--- src/rtl/rf_wb_arbiter.sv ---
// rf_wb_arbiter: round-robin arbiter that grants up to two result producers per cycle onto the register file write ports
module rf_wb_arbiter #(
  parameter int NUM_REQ = 4,
  parameter int PTR_W   = 2
) (
  input  logic                  clk,
  input  logic                  rstn,
  input  logic [NUM_REQ-1:0]    req_valid,
  input  logic [NUM_REQ*5-1:0]  req_addr,
  input  logic [NUM_REQ*32-1:0] req_data,
  output logic [NUM_REQ-1:0]    req_ready,
  output logic                  write_en_0,
  output logic [4:0]            write_addr_0,
  output logic [31:0]           write_data_0,
  output logic                  write_en_1,
  output logic [4:0]            write_addr_1,
  output logic [31:0]           write_data_1
);
  logic [4:0]         addr_v [NUM_REQ];
  logic [31:0]        data_v [NUM_REQ];
  logic [PTR_W-1:0]   rr_ptr_q, rr_ptr_d;
  logic               a_vld, b_vld;
  logic [PTR_W-1:0]   a_idx, b_idx, last_idx;
  logic [4:0]         a_addr, b_addr;
  logic [31:0]        a_data, b_data;
  logic [NUM_REQ-1:0] grant;
  logic               en0_q, en1_q;
  logic [4:0]         addr0_q, addr1_q;
  logic [31:0]        data0_q, data1_q;
  for (genvar i = 0; i < NUM_REQ; i++) begin : g_unpack
    assign addr_v[i] = req_addr[5*i +: 5];
    assign data_v[i] = req_data[32*i +: 32];
  end
  // Scan from rr_ptr: first valid takes port 0, next valid not colliding on a nonzero address takes port 1
  always_comb begin
    logic [PTR_W:0]   sum;
    logic [PTR_W-1:0] idx;
    a_vld  = 1'b0;
    b_vld  = 1'b0;
    a_idx  = '0;
    b_idx  = '0;
    a_addr = '0;
    b_addr = '0;
    a_data = '0;
    b_data = '0;
    grant  = '0;
    for (int k = 0; k < NUM_REQ; k++) begin
      sum = {1'b0, rr_ptr_q} + (PTR_W+1)'(k);
      idx = PTR_W'(sum >= (PTR_W+1)'(NUM_REQ) ? sum - (PTR_W+1)'(NUM_REQ) : sum);
      if (req_valid[idx] && !a_vld) begin
        a_vld      = 1'b1;
        a_idx      = idx;
        a_addr     = addr_v[idx];
        a_data     = data_v[idx];
        grant[idx] = 1'b1;
      end else if (req_valid[idx] && !b_vld && !(addr_v[idx] == a_addr && a_addr != '0)) begin
        b_vld      = 1'b1;
        b_idx      = idx;
        b_addr     = addr_v[idx];
        b_data     = data_v[idx];
        grant[idx] = 1'b1;
      end
    end
    last_idx = b_vld ? b_idx : a_idx;
    rr_ptr_d = !a_vld ? rr_ptr_q : (last_idx == PTR_W'(NUM_REQ-1)) ? '0 : last_idx + PTR_W'(1);
  end
  assign req_ready = rstn ? grant : '0;
  // Register winners onto the write ports; an idle port drops its enable but keeps addr/data
  always_ff @(posedge clk or negedge rstn) begin
    if (!rstn) begin
      rr_ptr_q <= '0;
      en0_q    <= 1'b0;
      en1_q    <= 1'b0;
      addr0_q  <= '0;
      addr1_q  <= '0;
      data0_q  <= '0;
      data1_q  <= '0;
    end else begin
      rr_ptr_q <= rr_ptr_d;
      en0_q    <= a_vld && a_addr != '0;
      en1_q    <= b_vld && b_addr != '0;
      if (a_vld) begin
        addr0_q <= a_addr;
        data0_q <= a_data;
      end
      if (b_vld) begin
        addr1_q <= b_addr;
        data1_q <= b_data;
      end
    end
  end
  assign write_en_0   = en0_q;
  assign write_addr_0 = addr0_q;
  assign write_data_0 = data0_q;
  assign write_en_1   = en1_q;
  assign write_addr_1 = addr1_q;
  assign write_data_1 = data1_q;
endmodule

--- config.mk ---
export PLATFORM = sky130hd
export DESIGN_NAME = rf_wb_arbiter
export DESIGN_NICKNAME = d
export VERILOG_FILES = /design/src/rtl/rf_wb_arbiter.sv
export SDC_FILE = /design/constraint.sdc
export NUM_CORES = 1
export LEC_CHECK = 0
export CORE_MARGIN = 5
export CORE_UTILIZATION = 40
export CTS_CLUSTER_SIZE = 25
export DETAILED_ROUTE_END_ITERATION = 7
export GPL_TIMING_DRIVEN = 0
export PLACE_DENSITY = 0.68
export REMOVE_ABC_BUFFERS = 1
export SYNTH_ARGS = -nofsm -noshare
export SYNTH_HDL_FRONTEND = slang
export SYNTH_SLANG_ARGS = --single-unit
--- constraint.sdc ---
create_clock -name clk -period 11.67 [get_ports clk]
set_input_delay 1.167 -clock clk [delete_from_list [all_inputs] [get_ports clk]]
set_output_delay 1.167 -clock clk [all_outputs]
set_load 0.005 [all_outputs]
==> results of run 1 <==
==> through the flow <==
| stage | setup TNS (ns) | worst slack [ns] |
|---|---|---|
| floorplan | -93.39 | -2.97 |
| global placement | -553.50 | -10.30 |
| detailed placement | 0 | 3.74 |
| CTS | 0 | 3.36 |
| global route | 0 | 2.89 |
| finish | 0 | 3.45 |
==> path summary, 6_finish.rpt <==
| path | start | endpoint | slack (ns) | cells past startpoint |
|---|---|---|---|---|
| min in group asynchronous | rstn | write_data_1[7]$_DFFE_PN0P_ | 0.72 | 1 |
| worst min-delay path | write_addr_1[2]$_DFFE_PN0P_ | write_addr_1[2]$_DFFE_PN0P_ | 0.49 | 2 |
| worst max register to register | rr_ptr_q[0]$_DFFE_PN0P_ | write_en_1$_DFF_PN0_ | 4.88 | 14 |
| worst min register to register | write_addr_1[2]$_DFFE_PN0P_ | write_addr_1[2]$_DFFE_PN0P_ | 0.49 | 2 |
| worst max-delay path | rr_ptr_q[0]$_DFFE_PN0P_ | req_ready[2] | 3.45 | 16 |
| max in group asynchronous | rstn | write_addr_1[1]$_DFFE_PN0P_ | 10.28 | 2 |
==> cells by family (layout without fill, tap and decap cells) <==
| family | after synthesis | after routing | share of synthesized area (%) |
|---|---|---|---|
| flops | 78 | 78 | 21.5 |
| xor+xnor | 13 | 13 | 1.26 |
| mux | 210 | 210 | 44.4 |
| buf+inv | 94 | 271 | 5.16 |
| simple gates | 204 | 204 | 10.3 |
| compound gates | 220 | 220 | 16.9 |
| fa+ha+maj | 4 | 4 | 0.552 |
==> per-layer routing <==
layer / vias to the layer above / GRT usage [%]
met2: 353 / 37.3
met3: 39 / 4.34
li1: 3704 / -
met4: 0 / 7.12
met1: 4282 / 30.6
met5: - / 0
==> report_power, final <==
group / switching, mW / leakage, nW / internal, mW / total, mW
logic: 1.89 / 3.44 / 1.79 / 3.68
clock network: 0.127 / 0.145 / 0.173 / 0.300
registers: 0.143 / 0.929 / 0.441 / 0.584
==> synth_stat cells, types with 2 or more instances <==
| library cell | count |
|---|---|
| nor3_1 | 5 |
| o21ai_1 | 2 |
| clkbuf_1 | 51 |
| nand2_1 | 96 |
| nand2_2 | 10 |
| mux4_1 | 8 |
| mux2i_1 | 57 |
| nor2b_1 | 3 |
| mux2_2 | 2 |
| nor2_1 | 58 |
| inv_1 | 6 |
| a21boi_0 | 6 |
| xnor2_1 | 6 |
| o21bai_1 | 6 |
| nand4_1 | 5 |
| buf_1 | 17 |
| mux4_2 | 143 |
| a31oi_1 | 4 |
| a22oi_1 | 6 |
| and2_1 | 2 |
| o2111ai_1 | 2 |
| a21oi_1 | 47 |
| dfrtp_1 | 78 |
| or2_2 | 3 |
| nand3b_1 | 5 |
| a21o_1 | 13 |
| nor2_2 | 2 |
| a211oi_1 | 44 |
| xor2_1 | 7 |
| buf_2 | 6 |
| nor4_1 | 3 |
| buf_4 | 2 |
| a22o_1 | 2 |
| o21ai_0 | 47 |
| buf_6 | 9 |
| ha_1 | 4 |
| o2bb2ai_1 | 2 |
| nand3_1 | 2 |
| a222oi_1 | 24 |
| buf_12 | 2 |
==> critical path: cells and delay by family, from the launching register on <==
family | cells | cell delay, ns
DFF | 1 | 0.73
AOI/OAI and AO/OA | 4 | 1.02
muxes | 1 | 0.71
buffers and inverters | 5 | 1.76
and+or+nand+nor | 5 | 1.74
adders and majority gates | 1 | 0.71
==> sequential cells by signal, indices dropped and copies added (netlist names) <==
signal	cells
write_en_0	1
write_en_1	1
write_addr_1	5
write_data_1	32
rr_ptr_q	2
write_data_0	32
write_addr_0	5
==> final cells by class <==
class	instances	area share, %
repair buffers	248	22.5
multi-input cells	651	55.5
clock buffers	10	1.98
clock inverters	6	0.592
inverters	7	0.218
well taps	285	2.96
flip-flops and latches	78	16.3
==> results summary, run 1 <==
The flow ran to the end, and the final reports show no timing, DRC or antenna violations. STA classifies the critical path startpoint as a flop. The detailed router placed 8,378 vias in this run.

The post-route standard cell area excluding fillers is 12,100 µm². The weighted congestion at the end of routability-driven global placement came out at 0.807. Setup repair after global routing left no endpoint under its margin.

The total power after layout came out at 4.56 mW. The count of nets left with antenna violations after detail routing is 0. Post-CTS repair changed the size of 0 cells. The library cell used most frequently in the layout, excluding fill and tap cells, is clkdlybuf4s50_1.

The worst supply voltage drop on vdd came out at 0.000247 V. The number of ports placed on the die boundary is 234. The final core utilization came out at 53.6%. Entering global routing, the biggest net connects 65 pins. The biggest cell delay along the critical path came out at 0.73 ns. The final hold violation count came out at 0.

In the final routed layout, each cell accounts on average for 23.1 µm. STA puts the critical path data required time at 10.50 ns. The die is 161 µm tall. STA classifies the critical path endpoint as an output port.

The number of buffers created by CTS came out at 9. Counting flops with an async set or reset pin after synthesis yields a share of 100%. During placement, the flow inserted port buffers numbering 233.

The most frequent cell on the critical path is buf_16. The DRC violations left is 0. The portion of synthesized cell area occupied by the leading cell type is 35.5%. The worst-path maximum fanout came out at 58. The number of max-slew violations in the final report is 0.

The worst-case clock skew is 0.00941 ns. The number of enable flip-flop cells after synthesis came out at 0. The data arrival time of the critical path is 7.05 ns. The cell sitting at the root of the clock tree is a clkbuf_16. The final critical path takes up 70.4% of the cycle.

In this run the cell area measured after placement is 11,700 µm². The tightest hold path in the finished design has a slack of 0.485 ns. The clock-pin slew on the worst setup and hold paths came out at 0.06 ns. The number of standard cells in the final layout excluding fillers is 1,285.

The worst slew margin relative to its limit is 35.1%. The number of standard-cell rows in the floorplan came out at 55. The synthesized area per cell came out at 11.0 µm². The sum of routed wire segments on met1 is 12.2 mm. The area growth from synthesis to layout is 32.9%. The number of synthesized register bits came out at 78.

Cells with a size suffix above 1 make up 20.9% of the layout. The global routing usage summed across all routing layers came out at 22.7%. The most used flip-flop cell after synthesis is dfrtp_1.

For this run, the post-layout net count is 1,153. The top cell types in the final layout, fill and taps aside, are clkdlybuf4s50_1, mux4_2, nand2_1. The slowest stage of the critical path belongs to the cell dfrtp_4. Setup violations remaining at the end of the flow were counted as 0. The uppermost layer routed is met4. Buffers inserted to repair hold after CTS numbered 0.

For this configuration, the core starts out at a cell density of 40.3%. In this run the static leakage power is 4.52 nW. The post-synthesis instance area came out at 9070 µm². The die covers 25,800 µm². The total of warnings raised by yosys is 0. The via count of the first global-routing pass came out at 8,460.

In this run, placement finished with an instance count of 1,269. The core region is 22,500 µm². The final HPWL from detailed placement is 20.8 mm.

Ranked by total cell area, the synthesized netlist is headed by mux4_2, dfrtp_1, mux2i_1. The minimum clock period after layout came out at 8.22 ns. The share of the Yosys chip area taken by registers is 21.5%.

In this run the deepest clock path goes through 2 buffers. The clock reaches the later pin of the worst-skew pair after 0.34 ns. Counting the fill cells in the layout gives 1,960.

The total congestion overflow after global routing is 0. The slew at the pin closest to its max-slew limit is 0.970 ns. Walking the worst path, the cells encountered are buf_16 > buf_16 > inv_1 > ha_4 > mux4_4 > buf_12 > or4b_1 > o32ai_1 > a21oi_1 > o41ai_2 > or2_2 > nand2_4 > nor3b_2 > nand2_1 > a21boi_0 > clkdlybuf4s50_1. The DRC violation total after the first TritonRoute iteration came out at 695. In this run the horizontal extent of the chip is 161 µm. The number of violations of the max-capacitance limit came out at 0. CTS saw 78 sinks. The biggest area consumer among synthesized cells is mux4_2.

The storage element area came out at 1960 µm². The worst setup path category is reg2out. The routed design uses 14.8 mm of met2 wire. The count of TritonRoute iterations in the first routing pass came out at 6.

The overall routed net length came out at 29.7 mm. The initial antenna violation count came out at 0. The via density per instance is 6.52.

The total setup buffers inserted after CTS came out at 0. The global-route wire length before repair is 47.6 mm. The maximum level of the CTS H-tree came out at 3. The instance count of the mapped netlist is 823. The worst hold path belongs to the class reg2reg. The maximum clock frequency came out at 0.122 GHz. The number of different library cells used by synthesis comes to 66.

The CTS tree is yes. The multi-input logic area came out at 6700 µm². The routed length on met3 is 2.11 mm. The power per standard cell area came out at 378 nW/µm². The number of antenna diodes is 0.
Note: power is estimated with default switching activity, not from simulation.
==> run 2, diff against run 1 <==
Settings changed: PLACE_DENSITY 0.68 to 0.7.
Clock period 11.67 ns to 7 ns, I/O delays scaled along.
==> run 2 against run 1 <==
Global-route usage is 0.60 points higher. Flip-flop and latch count stayed put. Final cell count is 0.70% higher. Die area is the same. Utilization is 0.61 points higher. Total power grew 72%. Sequential share of layout area is 0.18 points lower. Critical path depth decreased by 1. Largest power group unchanged.
==> results summary, run 2 (synthesis gave the netlist of run 1 again) <==
The proportion of power drawn by the clock network came out at 6.6% (about the same). The worst slew margin relative to its limit is 40.8% (was 35.1%). The worst-path maximum fanout came out at 48 (was 58). The global-route wire length before repair is 48.1 mm (was 47.6 mm). The final net count came out at 1,161 (was 1,153).

The via density per instance is 6.56 (was 6.52). The initial antenna violation count came out at 4 (was 0). Unrepaired setup endpoints after global routing: no (unchanged).

The count of buffers inserted at the top-level ports is 233 (unchanged). The power spent charging and discharging nets came out at 3.70 mW (was 2.16 mW). The CTS tree is yes (unchanged). The number of ports placed on the die boundary is 234 (unchanged).

The area of the core is 22,500 µm² (unchanged). The required time of the critical path came out at 6.30 ns (was 10.50 ns). The number of hold buffers added after CTS is 0 (unchanged). The clock root buffer master is clkbuf_16 (unchanged).

The total power after layout came out at 7.84 mW (was 4.56 mW). The leakage power came to 4.59 nW (was 4.52 nW). The final HPWL from detailed placement is 20.3 mm (was 20.8 mm). The power per standard cell area is 643 nW/µm² (was 378 nW/µm²). The die area came out at 25,800 µm² (unchanged).

The power share of the sequential group was 12.1% (was 12.8%). The fraction of power spent switching nets came out at 47.3% (about the same). The overall routed net length is 31.2 mm (was 29.7 mm). The clock net sink count came out at 78 (unchanged).

The global routing usage summed across all routing layers is 23.3% (was 22.7%). The weighted congestion at the end of routability-driven global placement came out at 0.790 (was 0.807). The number of buffers created by CTS came to 9 (unchanged).

The maximum level of the CTS H-tree came out at 3 (unchanged). The die outline height came out at 161 µm (unchanged). The largest net degree at the start of global routing came out at 83 (was 65). The number of standard-cell rows in the floorplan came to 55 (unchanged). The horizontal die dimension came out at 161 µm (unchanged).

The worst supply voltage drop on vdd is 0.000393 V (was 0.000247 V). The worst setup path category is reg2out (unchanged). The starting density of the core came out at 40.3% (unchanged).

The total congestion overflow after global routing is 0 (unchanged). The count of nets left with antenna violations after detail routing is 0 (unchanged). The portion of the clock cycle consumed by the worst path in the final layout is 93.2%. The combinational power share is 81.3% (was 80.6%). The final hold slack came out at 0.382 ns (was 0.485 ns). The layout overhead on the synthesized area came to 34.5% (was 32.9%). The element type at the critical path end is an output port (unchanged). The wire length per cell came to 24.1 µm (was 23.1 µm).

The clock latency at the later pin of the worst-skew pair came out at 0.35 ns (was 0.34 ns). The DRC violation total after the first TritonRoute iteration came out at 601 (was 695). The total vias in the final route is 8,489 (was 8,378). Most frequent cells in the layout: clkdlybuf4s50_1, mux4_2, nand2_1 (unchanged). The count of TritonRoute iterations in the first routing pass was 5 (was 6). The clock tree buffer depth came to 2 (unchanged).

The setup-violating endpoint count in the final report was 0 (unchanged). The internal power consumption is 4.13 mW (was 2.40 mW). The slew at the pin closest to its max-slew limit is 0.888 ns (was 0.970 ns). The share of final-layout standard cells stronger than drive strength 1 came out at 21.4% (was 20.9%). The start point of the critical path is rr_ptr_q[0]$_DFFE_PN0P_ (unchanged). The via count of the first global-routing pass came out at 8,554 (was 8,460).

The DRC violations left came out at 0 (unchanged). The type of the tightest min-delay check was in2async (was reg2reg). Derived from the worst setup path, the maximum achievable clock frequency is 0.153 GHz.

The number of violations of the max-capacitance limit is 0 (unchanged). The post-route standard cell area excluding fillers came to 12,200 µm² (was 12,100 µm²). The critical path startpoint category was a flop (unchanged). The clock-pin slew on the worst setup and hold paths is 0.07 ns (was 0.06 ns). The minimum clock period after layout came out at 6.53 ns. The number of max-slew violations in the final report is 0 (unchanged). The cell area after placement was 11,700 µm² (about the same). The final hold violation count is 0 (unchanged). The commonest non-fill, non-tap cell in the layout is clkdlybuf4s50_1 (unchanged).

The data arrival time of the critical path is 5.83 ns (was 7.05 ns). Status: complete, no violations (unchanged). The source of the worst register-to-register timing path was rr_ptr_q[0]$_DFFE_PN0P_ (unchanged).

The worst-case clock skew came out at 0.00734 ns (was 0.00941 ns).
-- run 2: cell types whose count changed in the layout (fill, tap and decap cells not counted), sizes merged --
cell      change
buf           +6
bufinv        +1
clkinvlp      -1
diode         +1
mux4          +1
or2           +1
-- run 2: final timing paths --
path                                                 to  slack, ns  depth (start not counted)
setup / recovery                           req_ready[1]       0.47                         15
hold / removal              write_data_0[7]$_DFFE_PN0P_       0.38                          1
setup reg to reg                   write_en_1$_DFF_PN0_       1.44                         13
hold reg to reg             write_addr_1[1]$_DFFE_PN0P_       0.51                          2
max in group asynchronous  write_data_0[28]$_DFFE_PN0P_       5.97                          2
min in group clk            write_addr_1[1]$_DFFE_PN0P_       0.51                          2
-- run 2: worst max-delay path: stages, from the launching register on --
cell	delay (ns)
dfrtp_4	0.65
inv_1	0.28
ha_4	0.53
buf_16	0.28
mux4_4	0.69
buf_12	0.27
nand2_1	0.17
mux2i_1	0.21
o2111ai_1	0.19
o41ai_4	0.49
or2_4	0.39
nand2_4	0.13
nor3b_2	0.33
nand2_1	0.09
a21boi_0	0.19
clkdlybuf4s50_1	0.53
-- run 2: per-layer routing --
| layer | part of all wire, % | global-route usage (%) | up-vias |
|---|---|---|---|
| li1 | - | - | 3721 |
| met1 | 41 | 30.9 | 4324 |
| met2 | 48 | 37.8 | 378 |
| met3 | 8.0 | 4.77 | 60 |
| met4 | 3.1 | 8.99 | 6 |
| met5 | 0.13 | 0 | - |
-- run 2: stage by stage --
| step | utilization [%] | setup TNS, ns | worst slack (ns) | std cells |
|---|---|---|---|---|
| 6_report | 54.2 | 0 | 0.474 | 1294 |
| 4_1_cts | 53.8 | 0 | 0.0416 | 1288 |
| 2_1_floorplan | - | -456.28 | -7.25 | 736 |
| 3_5_place_dp | 51.9 | -2.66 | -0.663 | 1267 |
| 5_1_grt | 54.2 | 0 | 0.203 | 1294 |
| 3_3_place_gp | 50.3 | -919.61 | -14.44 | 1254 |
-- run 2: cell type report --
type	count	area [µm²]
fill	1915	10300
clock inverter	6	86.3
tap	285	357
sequential	78	1960
inverter	7	26.3
clock buffer	10	229
multi-input combinational	653	6740
antenna	1	2.50
timing repair buffer	254	2800
-- run 2: what timing repair did --
action	4_1_cts	5_1_grt
hold endpoints to repair	0	0
setup endpoints to repair	5	4
gates cloned	1	1
resized for setup	1	1
pin swaps	1	2
setup buffers	4	3
-- run 2: power by group through the flow --
stage / logic (mW) / registers (mW) / clock network [mW]
floorplan: 4.18 / 1.11 / 0
global placement: 5.77 / 1.21 / 0
detailed placement: 6.02 / 1.01 / 0
CTS: 6.24 / 0.963 / 0.531
global route: 6.91 / 0.976 / 0.545
finish: 6.37 / 0.945 / 0.519
